`src/rtl/prog_loader_if.sv`:
```
// prog_loader_if: byte-receive and program-memory write signals of the boot loader.
//   rx_valid   one-cycle strobe, rx_data holds a received byte
//   rx_data    received byte
//   mem_we     program memory write enable, one-cycle pulse per word
//   mem_addr   byte address of the word being written (word aligned)
//   mem_wdata  word being written
// master: the loader (consumes bytes, drives the memory write port).
// slave:  the environment (UART + program RAM).
interface prog_loader_if;
    logic        rx_valid;
    logic [7:0]  rx_data;
    logic        mem_we;
    logic [31:0] mem_addr;
    logic [31:0] mem_wdata;

    modport master (
        input  rx_valid,
        input  rx_data,
        output mem_we,
        output mem_addr,
        output mem_wdata
    );

    modport slave (
        output rx_valid,
        output rx_data,
        input  mem_we,
        input  mem_addr,
        input  mem_wdata
    );
endinterface

```
`src/rtl/prog_loader.sv`:
```
// prog_loader: serial boot loader. Receives a frame of
//   CNT lo, CNT hi, 4*N data bytes (little-endian words), 8-bit checksum of the data bytes
// and writes each word to program memory at consecutive word-aligned byte addresses.
// The CPU stays in reset until a full image with a matching checksum has arrived.
// Ports:
//   clk      system clock
//   rst      asynchronous active-high reset
//   bus      prog_loader_if.master (rx byte strobe in, memory write port out)
//   cpu_rst  high = CPU held in reset
//   done     image loaded, checksum correct (sticky until rst)
//   err      image rejected (word count too large or checksum mismatch)
module prog_loader #(
    parameter int unsigned MEM_SIZE = 256
) (
    input  logic                 clk,
    input  logic                 rst,
    prog_loader_if.master        bus,
    output logic                 cpu_rst,
    output logic                 done,
    output logic                 err
);

    // k must be able to reach MEM_SIZE itself (one past the last word index)
    localparam int unsigned KW = $clog2(MEM_SIZE + 1);

    typedef enum logic [2:0] {
        StCnt0,
        StCnt1,
        StData,
        StSum,
        StDone,
        StErr
    } state_e;

    state_e        state_q, state_d;
    logic [15:0]   n_q, n_d;
    logic [7:0]    sum_q, sum_d;
    logic [KW-1:0] k_q, k_d;
    logic [1:0]    lane_q, lane_d;
    logic [23:0]   lanes_q, lanes_d;   // bytes b2,b1,b0 of the word in progress
    logic          we_q, we_d;
    logic [31:0]   addr_q, addr_d;
    logic [31:0]   wdata_q, wdata_d;
    logic [15:0]   cnt_full;

    assign cnt_full = {bus.rx_data, n_q[7:0]};

    always_ff @(posedge clk or posedge rst) begin
        if (rst) begin
            state_q <= StCnt0;
            n_q     <= '0;
            sum_q   <= '0;
            k_q     <= '0;
            lane_q  <= '0;
            lanes_q <= '0;
            we_q    <= 1'b0;
            addr_q  <= '0;
            wdata_q <= '0;
        end else begin
            state_q <= state_d;
            n_q     <= n_d;
            sum_q   <= sum_d;
            k_q     <= k_d;
            lane_q  <= lane_d;
            lanes_q <= lanes_d;
            we_q    <= we_d;
            addr_q  <= addr_d;
            wdata_q <= wdata_d;
        end
    end

    always_comb begin
        state_d = state_q;
        n_d     = n_q;
        sum_d   = sum_q;
        k_d     = k_q;
        lane_d  = lane_q;
        lanes_d = lanes_q;
        we_d    = 1'b0;
        addr_d  = addr_q;
        wdata_d = wdata_q;

        case (state_q)
            // ERR retries: the next byte starts a new frame exactly like CNT0
            StCnt0, StErr: begin
                if (bus.rx_valid) begin
                    n_d     = {8'h00, bus.rx_data};
                    sum_d   = '0;
                    k_d     = '0;
                    lane_d  = '0;
                    state_d = StCnt1;
                end
            end
            StCnt1: begin
                if (bus.rx_valid) begin
                    n_d = cnt_full;
                    if (32'(cnt_full) > MEM_SIZE) begin
                        state_d = StErr;
                    end else if (cnt_full == 16'd0) begin
                        state_d = StSum;
                    end else begin
                        state_d = StData;
                    end
                end
            end
            StData: begin
                if (bus.rx_valid) begin
                    sum_d  = sum_q + bus.rx_data;
                    lane_d = lane_q + 2'd1;
                    if (lane_q == 2'd3) begin
                        we_d    = 1'b1;
                        addr_d  = 32'({k_q, 2'b00});
                        wdata_d = {bus.rx_data, lanes_q};
                        k_d     = k_q + KW'(1);
                        if (16'(k_q) + 16'd1 == n_q) begin
                            state_d = StSum;
                        end
                    end else begin
                        lanes_d[lane_q*8 +: 8] = bus.rx_data;
                    end
                end
            end
            StSum: begin
                if (bus.rx_valid) begin
                    state_d = (bus.rx_data == sum_q) ? StDone : StErr;
                end
            end
            StDone: begin
                // sticky until rst; further bytes are ignored
            end
            default: state_d = StCnt0;
        endcase
    end

    assign bus.mem_we    = we_q;
    assign bus.mem_addr  = addr_q;
    assign bus.mem_wdata = wdata_q;
    assign done          = (state_q == StDone);
    assign err           = (state_q == StErr);
    assign cpu_rst       = ~done;

endmodule

```
`src/flat_wrapper.sv`:
```
// flat-port wrapper written by rule: the top's interface ports become plain ports
module prog_loader_flat 
#(
    parameter int unsigned MEM_SIZE = 256
)
  (clk, rst, cpu_rst, done, err, bus_rx_valid, bus_rx_data, bus_mem_we, bus_mem_addr, bus_mem_wdata);
  prog_loader_if bus_i ();
  input  logic clk;
  input  logic rst;
  output logic cpu_rst;
  output logic done;
  output logic err;
  input wire logic [$bits(bus_i.rx_valid)-1:0] bus_rx_valid;
  input wire logic [$bits(bus_i.rx_data)-1:0] bus_rx_data;
  output wire logic [$bits(bus_i.mem_we)-1:0] bus_mem_we;
  output wire logic [$bits(bus_i.mem_addr)-1:0] bus_mem_addr;
  output wire logic [$bits(bus_i.mem_wdata)-1:0] bus_mem_wdata;
  assign bus_i.rx_valid = bus_rx_valid;
  assign bus_i.rx_data = bus_rx_data;
  assign bus_mem_we = bus_i.mem_we;
  assign bus_mem_addr = bus_i.mem_addr;
  assign bus_mem_wdata = bus_i.mem_wdata;
  prog_loader #(.MEM_SIZE(MEM_SIZE)) u_core (.clk(clk), .rst(rst), .bus(bus_i), .cpu_rst(cpu_rst), .done(done), .err(err));
endmodule
```
`config.mk`:
```
export PLATFORM = sky130hd
export DESIGN_NAME = prog_loader_flat
export DESIGN_NICKNAME = d
export VERILOG_FILES = /design/src/rtl/prog_loader_if.sv /design/src/rtl/prog_loader.sv /design/src/flat_wrapper.sv
export SDC_FILE = /design/constraint.sdc
export NUM_CORES = 1
export LEC_CHECK = 0
export CAP_MARGIN = 20
export CORE_UTILIZATION = 54
export CTS_CLUSTER_DIAMETER = 80
export CTS_CLUSTER_SIZE = 16
export DETAILED_ROUTE_END_ITERATION = 10
export PLACE_DENSITY = 0.8
export SYNTH_ARGS = -nofsm -noshare
export SYNTH_HDL_FRONTEND = slang
export SYNTH_SLANG_ARGS = --single-unit
```
`constraint.sdc`:
```
create_clock -name clk -period 4.1 [get_ports clk]
set_clock_uncertainty 0.05 [all_clocks]
set_input_delay 0.82 -clock clk [delete_from_list [all_inputs] [get_ports clk]]
set_output_delay 0.82 -clock clk [all_outputs]
set_load 0.005 [all_outputs]
```
# Word level (Yosys, flattened, before mapping)
# Index checks and enable logic that the tools add are counted.
op_classes:
  add_sub_neg: 5
  n_lt_le_gt_ge: 1
  eq_ne: 14
  shifts: 2
  mux: 27
  n_bitwise: 3
  reduce_logical: 12
ops:
  columns: ["op", "n"]
  rows:
  - ["$neg A5 Y34", 1]
  - ["$shift A8 B34 Y24 const A", 1]
  - ["$shiftx A8 B34 Y24", 1]
  - ["$mux W16", 2]
  - ["$pmux W16 S2", 1]
  - ["$mux W9", 3]
  - ["$bwmux W24", 1]
  - ["$mux W3", 7]
  - ["$pmux W9 S2", 1]
  - ["$eq A16 B16 Y1", 1]
  - ["$gt A16 B9 Y1 const B", 1]
  - ["$logic_not A16 Y1", 1]
  - ["$mux W8", 2]
  - ["$pmux W8 S2", 1]
  - ["$pmux W3 S5", 1]
  - ["$reduce_and A3 Y1", 5]
  - ["$add A9 B1 Y10 const B", 1]
  - ["$add A9 B1 Y9 const B", 1]
  - ["$add A8 B8 Y8", 1]
  - ["$eq A8 B8 Y1", 1]
  - ["$ne A2 B2 Y1 const B", 4]
  - ["$reduce_and A7 Y1", 1]
  - ["$eq A3 B2 Y1 const B", 2]
  - ["$eq A3 B3 Y1 const B", 2]
  - ["12 further kinds", 21]
totals:
  regBits: 104
  inputBits: 11
  elab_cells: 74

# Longest topological paths before layout
# Gate-level depths: netlist of run 1.
logic_depth:
  depth_word: 6
  depth_mapped: 9

# Least setup slack after synthesis of run 1
# Ideal clock, no wire load.
synth_timing:
  kind: "input-to-reg"
  startpoint: "input bus_rx_data[0]"
  endpoint: "register u_core.sum_q[6]"
  arrival_time_ns: 2.241
  required_time_ns: 3.929
  slack_ns: 1.688
  path_stages: 8
  path_buffers: 0
  cell_sequence: "ha_1 fa_1 a21o_1 a21oi_1 o21bai_1 a21oi_1 xnor2_1 a22o_1"
synth_via:
  elab_chain_cells: 3
synth_rtl:
  columns: ["item", "line_no", "rtl"]
  rows:
  - ["start: declaration", "flat_wrapper.sv:14", "input wire logic [$bits(bus_i.rx_data)-1:0] bus_rx_data;"]
  - ["$add A8 B8 Y8", "prog_loader.sv:108", "sum_d = sum_q + bus.rx_data;"]
  - ["$mux W8", "prog_loader.sv:107", "if (bus.rx_valid) begin"]
  - ["$pmux W8 S2", "prog_loader.sv:83", "case (state_q)"]
  - ["end signal: assignment", "prog_loader.sv:62", "sum_q <= sum_d;"]
  - ["end: declaration", "prog_loader.sv:37", "logic [7:0] sum_q, sum_d;"]
# No other way between the ends. The select of a mux whose other input is x is not followed.
# A chain may end at the register's enable or synchronous reset.

# Final worst setup path of run 1
# Ends and elaborated chain as after synthesis.

==> results of run 1 <==
## state kept, by name (all words and copies together), names as in the netlist
name                  flops
u_core.bus.mem_addr       9
u_core.bus.mem_wdata     32
u_core.bus.mem_we         1
u_core.k_q                9
u_core.lane_q             2
u_core.lanes_q           24
u_core.n_q               16
u_core.state_q            3
u_core.sum_q              8
## power breakdown
part	leakage (nW)	internal [W]	switching [W]
Clock	0.0855	0.000227	0.000369
Combinational	1.24	0.000216	0.000228
Sequential	1.42	0.00111	0.000100
## layout make-up
type | instances | area, sq um
fill | 727 | 3370
clock buffer | 9 | 124
tap | 111 | 139
multi-input combinational | 388 | 2270
sequential | 104 | 2600
inverter | 8 | 32.5
clock inverter | 6 | 51.3
timing repair buffer | 63 | 611
## worst reg2reg max path, delay by kind of cell (launching register included)
kind / cells / cell delay, ns
AO/OA/AOI/OAI: 2 / 0.66
flip-flops: 1 / 0.49
adder cells (fa/ha/maj): 1 / 0.35
AND/OR/NAND/NOR: 4 / 0.79
## logic make-up after synthesis
kind of cell             share of synthesized area
multiplexers                                0.0530
flip-flops                                   0.510
XOR/XNOR                                    0.0223
AND/OR/NAND/NOR                              0.193
AO/OA/AOI/OAI                                0.123
buffers and inverters                       0.0618
adder cells (fa/ha/maj)                     0.0358
other                                     0.000735
## synth_stat cells, drive strengths merged, types with 4 or more instances
cell,count,area share
xor2,4,0.0069
nor2,18,0.013
nand3,7,0.0088
nor2b,6,0.0074
clkbuf,13,0.0096
a31oi,5,0.0061
inv,8,0.0059
nand2,145,0.11
mux2,24,0.053
a22o,17,0.029
ha,13,0.032
xnor2,9,0.015
nor4,9,0.011
and3,4,0.0049
a21oi,11,0.011
dfrtp,104,0.51
and2,5,0.0066
nor3b,5,0.0074
nor3,8,0.0078
o21ai,38,0.037
buf,34,0.046
## per-stage QoR
step	setup WS [ns]	hold WS, ns	utilization
detailed placement	0.803	0.410	0.614
finish	1.17	0.430	0.633
floorplan	0.498	0.389	-
global route	1.08	0.448	0.633
global placement	0.875	0.397	0.614
CTS	1.20	0.434	0.633
## worst max path at each step
| stage | from | endpoint | slack, ns | cells past startpoint |
|---|---|---|---|---|
| 2_1_floorplan | rst | u_core.bus.mem_addr[10] | 0.50 | 1 |
| 3_3_place_gp | bus_rx_data[0] | u_core.sum_q[6] | 0.88 | 9 |
| 3_5_place_dp | bus_rx_data[0] | u_core.sum_q[6] | 0.80 | 9 |
| 4_1_cts | bus_rx_data[0] | u_core.sum_q[6] | 1.20 | 9 |
| 5_1_grt | bus_rx_data[1] | u_core.sum_q[7] | 1.08 | 8 |
| 6_report | bus_rx_data[0] | u_core.sum_q[6] | 1.17 | 9 |
## routing by layer
metal / vias to the layer above / part of all wire
met2: 126 / 0.49
met3: 14 / 0.050
met1: 1894 / 0.44
met5: - / 0
li1: 1854 / -
met4: 0 / 0.017
==> reports/qor.yml, run 1 <==
status: "completed"
firstDrtPassIters: 5
async_flop_share: 1.00
syn_inst: 525
crit_path_max_fanout: 9
dr_total_vias: 3888
final_common_cell: "nand2_1"
drtIter0Drc: 254
final_area_sq_um: 5830
finalCriticalPeriod_ns: 2.93
min_from: "u_core.bus.mem_wdata[21]"
required_ns: 4.32
min_path_cells: 2
clk_pin_slew_worst_paths_ns: 0.10
path_common_cell: "a21oi_1"
grt_use_met2: 0.380
r2r-start: "u_core.k_q[0]"
cp_top_family: "compound AO/OA/AOI/OAI gates"
cts_sinks: 104
grt_first_pass_wirelength_um: 18300
antenna_found_initial: 0
layout_common_cells: "nand2_1, dfrtp_1, clkdlybuf4s50_1, o21ai_0"
placed_cells: 674
power_density_nw_per_um2: 386
dpl_cell_area_sq_um: 5650
grt_pass1_vias: 3706
dieArea_sq_um: 9840
avgSynthCellArea_sq_um: 9.72
initial_core_util: 0.555
slew_violations: 0
setup_violations: 0
cp.arrival_ns: 3.14
synth_seq_cells: 104
cp_slowest_cell: "clkdlybuf4s50_1"
rsz0062_at_grt: "no"
gp_congestion: 0.877
cpPeakStageDelay_ns: 0.64
endpoint_kind: "register"
drtAntennaViolNets: 0
num_io_pins: 79
port_buffers: 55
ys_types: 56
cts_buffers: 9
ys.flop_type: "dfrtp_1"
synth-seq-area-share: 0.510
place_hpwl_um: 7430
die_x_um: 99.2
totalPowerFinal_w: 0.00225
path_class: "input port to register"
irDropWorstVdd_v: 0.000177
cts_tree: "built"
r2r_slack_ns: 1.67
crit_path_cell_trace: "clkdlybuf4s50_1, ha_1, fa_1, a21o_1, a21oi_1, o21bai_1, a21oi_1, xnor2_1, a22o_1"
cts_htree_levels: 3
insertion_delay_ns: 0.37
relSlewSlack: 0.312
fin_crit_sh: 0.714
wl_um: 10700
startpoint_type: "input port"
core_area_sq_um: 9200
fin_cells: 689
n_antenna_cell: 0
drive_above_1_share: 0.0934
r2r_end: "u_core.state_q[2]"
worst_pin_slew_ns: 1.03
synth.cell_area_sq_um: 5100
r2r_cells: 7
use_met3: 0.0358
cap_violations: 0
totalNegativeSetupSlack_ns: 0
hold_class: "register to register"
wire_per_inst_um: 15.6
finalHoldViolations: 0
min_to: "u_core.bus.mem_wdata[21]"
cts_resized: 0
grt_max_degree: 67
fin_nets: 599
overflow: 0
die_h_um: 99.2
postCtsSetupBuffers: 0
grt.met1_usage: 0.333
worst-path-buf-inv: 1
clockBufferDepth: 2
p_leak_nw: 2.75
yosys_warnings: 0
drc: 0
core.rowCount: 35
grt_usage: 0.237
hold_buffers: 0
grt-busiest-layer: "met2"
synth_edf_count: 0
cts_root_buf: "clkbuf_8"
via_per_inst: 5.64
max_freq_ghz: 0.342
area_growth_pct: 14.2
(Power assumes the default switching activity.)
==> run 2, diff against run 1 <==
==> constraint.sdc (replaced) <==
create_clock -name clk -period 2.9 [get_ports clk]
set_clock_uncertainty 0.05 [all_clocks]
set_input_delay 0.58 -clock clk [delete_from_list [all_inputs] [get_ports clk]]
set_output_delay 0.58 -clock clk [all_outputs]
set_load 0.005 [all_outputs]
==> reports/qor.yml, run 2 (same netlist as run 1, synthesis figures left out) <==
status: "completed"
hold_buffers: 0
wl_um: 11100
insertion_delay_ns: 0.38
core.rowCount: 35
area_growth_pct: 17.0
num_io_pins: 79
cts_tree: "built"
wire_per_inst_um: 15.8
drtIter0Drc: 243
gp_congestion: 0.869
internal_power_w: 0.00231
firstDrtPassIters: 7
die_h_um: 99.2
port_buffers: 55
cts_htree_levels: 3
path_class: "register to output pin"
endpoint_kind: "output pin"
grt_max_degree: 46
postCtsSetupBuffers: 0
fin_ws_ns: 0.277
dr_total_vias: 3980
grt_first_pass_wirelength_um: 18600
dieArea_sq_um: 9840
initial_core_util: 0.555
swShare: 0.308
grt_usage: 0.241
totalNegativeSetupSlack_ns: 0
clockBufferDepth: 2
drive_above_1_share: 0.112
cts_sinks: 104
via_per_inst: 5.68
worst_pin_slew_ns: 0.872
slew_violations: 0
drc: 0
clkPwrFrac: 0.294
finalCriticalPeriod_ns: 2.62
layout_common_cells: "nand2_1, dfrtp_1, clkdlybuf4s50_1, o21ai_0"
crit_path_max_fanout: 12
p_sw_w: 0.00103
largest_register_ffs: 32
irDropWorstVdd_v: 0.000347
max_freq_ghz: 0.381
seq_power_share: 0.513
fin_nets: 610
antenna_found_initial: 0
place_hpwl_um: 7650
rsz0062_at_grt: "no"
clk_pin_slew_worst_paths_ns: 0.12
final_common_cell: "nand2_1"
n_antenna_cell: 0
place_worst_setup_slack_ns: 0.0997
power_density_nw_per_um2: 558
drtAntennaViolNets: 0
core_area_sq_um: 9200
relSlewSlack: 0.415
hold_class: "register to register"
cts_resized: 0
required_ns: 2.27
power_frac_comb: 0.193
p_leak_nw: 2.83
fin_crit_sh: 0.904
grt_pass1_vias: 3679
cts_buffers: 9
setup_violations: 0
cts_root_buf: "clkbuf_8"
overflow: 0
cp.arrival_ns: 1.99
finalHoldViolations: 0
startpoint_type: "register"
die_x_um: 99.2
cap_violations: 0
==> run 2: metrics by stage <==
stage                     instances  total power, W  hold WS (ns)  instance area (sq um)   util
after floorplan                 547         0.00218         0.389                   5190      -
after global placement          685         0.00234         0.404                   5750  0.625
after detailed placement        685         0.00237         0.405                   5750  0.625
after CTS                       701         0.00334         0.429                   5970  0.649
after global routing            701         0.00349         0.443                   5970  0.649
final                           701         0.00333         0.422                   5970  0.649
==> run 2: final timing paths <==
| kind | depth (start not counted) | startpoint | end | slack (ns) |
|---|---|---|---|---|
| max in group asynchronous | 3 | rst | u_core.n_q[3] | 1.57 |
| worst max-delay path | 4 | u_core.state_q[0] | done | 0.28 |
| worst max register to register | 7 | u_core.k_q[0] | u_core.state_q[0] | 0.45 |
| worst min register to register | 2 | u_core.lanes_q[6] | u_core.bus.mem_wdata[6] | 0.42 |
| worst min-delay path | 2 | u_core.lanes_q[6] | u_core.bus.mem_wdata[6] | 0.42 |
| min in group asynchronous | 2 | rst | u_core.lanes_q[9] | 0.57 |
==> run 2: per-layer routing <==
| layer | share of wire | GRT usage | vias to the layer above |
|---|---|---|---|
| li1 | - | - | 1880 |
| met1 | 0.47 | 0.354 | 1945 |
| met2 | 0.46 | 0.381 | 141 |
| met3 | 0.052 | 0.0295 | 14 |
| met4 | 0.014 | 0.0713 | 0 |
| met5 | 0 | 0 | - |
==> run 2: power by group through the flow <==
stage,clock [W],combinational [W],sequential (W)
2_1_floorplan,0,0.000511,0.00167
3_3_place_gp,0,0.000615,0.00173
3_5_place_dp,0,0.000639,0.00173
4_1_cts,0.000996,0.000643,0.00170
5_1_grt,0.00105,0.000712,0.00172
6_report,0.000981,0.000642,0.00171
==> run 2: critical path, stage by stage (launching register included) <==
cell,delay [ns]
dfrtp_1,0.52
nand2b_1,0.25
or2_2,0.32
inv_1,0.06
clkdlybuf4s50_1,0.48
==> run 2: area by class of cell <==
class,count,area (sq um)
Fill cell,738,3230
Tap cell,111,139
Inverter,8,33.8
Clock buffer,9,124
Multi-Input combinational cell,388,2270
Clock inverter,7,97.6
Timing Repair Buffer,74,706
Sequential cell,104,2600
==> run 3, diff against run 2 <==
--- a/config.mk
+++ b/config.mk
@@ -5,7 +5,9 @@
 export SDC_FILE = /design/constraint.sdc
 export NUM_CORES = 1
 export LEC_CHECK = 0
+export ABC_AREA = 1
 export CAP_MARGIN = 20
+export CORE_ASPECT_RATIO = 1.2
 export CORE_UTILIZATION = 54
 export CTS_CLUSTER_DIAMETER = 80
 export CTS_CLUSTER_SIZE = 16
==> reports/qor.yml, run 3 <==
grt_usage: 0.248
power_density_nw_per_um2: 586
hold_class: "register to register"
r2r_cells: 8
wire_per_inst_um: 14.2
clk_pin_slew_worst_paths_ns: 0.11
r2r_slack_ns: 0.76
hold_buffers: 0
syn_inst: 603
port_buffers: 55
yosysMostFrequentCell: "nand2_1"
relSlewSlack: 0.531
fin_cells: 784
core.rowCount: 38
placed_cells: 768
synth_edf_count: 0
gp_congestion: 0.944
r2r_end: "u_core.bus.mem_wdata[23]"
core_area_sq_um: 9130
via_per_inst: 5.40
insertion_delay_ns: 0.37
cts_buffers: 9
min_from: "u_core.bus.mem_wdata[22]"
fin_nets: 684
finalCriticalPeriod_ns: 2.34
finalHoldViolations: 0
drtAntennaViolNets: 0
rsz0062_at_grt: "no"
drive_above_1_share: 0.0527
layout_common_cells: "nand2_1, dfrtp_1, o21ai_0, inv_1, clkdlybuf4s50_1"
initial_core_util: 0.564
final_area_sq_um: 5940
totalNegativeSetupSlack_ns: 0
required_ns: 2.27
cp_slowest_cell: "clkdlybuf4s50_1"
antenna_found_initial: 0
irDropWorstVdd_v: 0.000326
fin_crit_sh: 0.807
n_antenna_cell: 0
path_class: "register to output pin"
cts_root_buf: "clkbuf_8"
largest_register_ffs: 32
synth-seq-area-share: 0.505
final_common_cell: "nand2_1"
die_x_um: 91.2
yosysTopAreaCell: "dfrtp_1"
die_h_um: 109
wl_um: 11100
avgSynthCellArea_sq_um: 8.54
max_freq_ghz: 0.427
yosys.area.top_type_share: 0.505
cts_resized: 0
ys_types: 36
area_growth_pct: 15.4
min_path_cells: 2
clockBufferDepth: 2
dr_total_vias: 4233
ys_top_cells_by_area: "dfrtp_1, nand2_1, o21ai_0"
async_flop_share: 1.00
drtIter0Drc: 291
worst_pin_slew_ns: 0.704
startpoint_type: "register"
synth_seq_cells: 104
synth.cell_area_sq_um: 5150
firstDrtPassIters: 5
yosys-top-cells-count: "nand2_1, dfrtp_1, inv_1, o21ai_0, nand3_1"
p_leak_nw: 2.92
slew_violations: 0
setup_violations: 0
cpPeakStageDelay_ns: 0.53
cp.arrival_ns: 1.71
crit_path_max_fanout: 4
overflow: 0
r2r-start: "u_core.state_q[2]"
postCtsSetupBuffers: 0
min_to: "u_core.bus.mem_wdata[22]"
status: "completed"
yosys_warnings: 0
cap_violations: 0
place_hpwl_um: 7930
grt_max_degree: 105
fin_hold_ws_ns: 0.443
ys.flop_type: "dfrtp_1"
num_io_pins: 79
cts_sinks: 104
drc: 0
crit_path_cell_trace: "inv_1, nand2_1, nor2_1, clkdlybuf4s50_1"
grt_first_pass_wirelength_um: 19100
cts_tree: "built"
cts_htree_levels: 3
dieArea_sq_um: 9930
endpoint_kind: "output pin"
grt_pass1_vias: 4002
dpl_cell_area_sq_um: 5730
[run 3: report_power, final]
group	switching [W]	internal, W	total (W)
Combinational	0.000488	0.000307	0.000795
Clock	0.000532	0.000419	0.000951
Sequential	0.000123	0.00161	0.00174
[run 3: metal layers]
| layer | up-vias | GRT usage | wire length (um) |
|---|---|---|---|
| li1 | 2036 | - | - |
| met1 | 2003 | 0.323 | 4710 |
| met2 | 156 | 0.409 | 5330 |
| met3 | 38 | 0.0356 | 639 |
| met4 | 0 | 0.129 | 426 |
| met5 | - | 0 | 0 |
[run 3: through the flow]
stage / total power (W) / util / worst slack [ns]
detailed placement: 0.00255 / 0.628 / 0.297
finish: 0.00348 / 0.651 / 0.560
global placement: 0.00252 / 0.628 / 0.330
floorplan: 0.00227 / - / 1.02
CTS: 0.00349 / 0.651 / 0.566
global route: 0.00370 / 0.651 / 0.490
[run 3: worst max path at each step]
stage	cells past startpoint	start	endpoint
6_report	4	u_core.state_q[1]	err
5_1_grt	4	u_core.state_q[0]	done
4_1_cts	4	u_core.state_q[1]	err
3_5_place_dp	7	bus_rx_valid	u_core.bus.mem_addr[2]
3_3_place_gp	9	bus_rx_data[1]	u_core.state_q[0]
2_1_floorplan	1	rst	u_core.bus.mem_addr[10]
[run 3: final cells by class]
cell class | count | area [sq um]
clock buffers | 9 | 124
flip-flops and latches | 104 | 2600
fillers | 788 | 3190
multi-input cells | 396 | 2030
clock inverters | 7 | 87.6
well taps | 120 | 150
inverters | 85 | 328
repair buffers | 63 | 623
[run 3: cells by family after synthesis]
logic type      Yosys count  synth area share
compound gates          111             0.116
xor+xnor                  2           0.00340
fa+ha+maj                14            0.0355
buf+inv                 125             0.117
flops                   104             0.505
mux                       1           0.00194
other cells               1          0.000728
simple gates            245             0.220
[run 3: critical path, delay by kind of cell, from the launching register on]
kind / cells / cell delay [ns]
flops: 1 / 0.42
buf+inv: 2 / 0.67
simple gates: 2 / 0.26
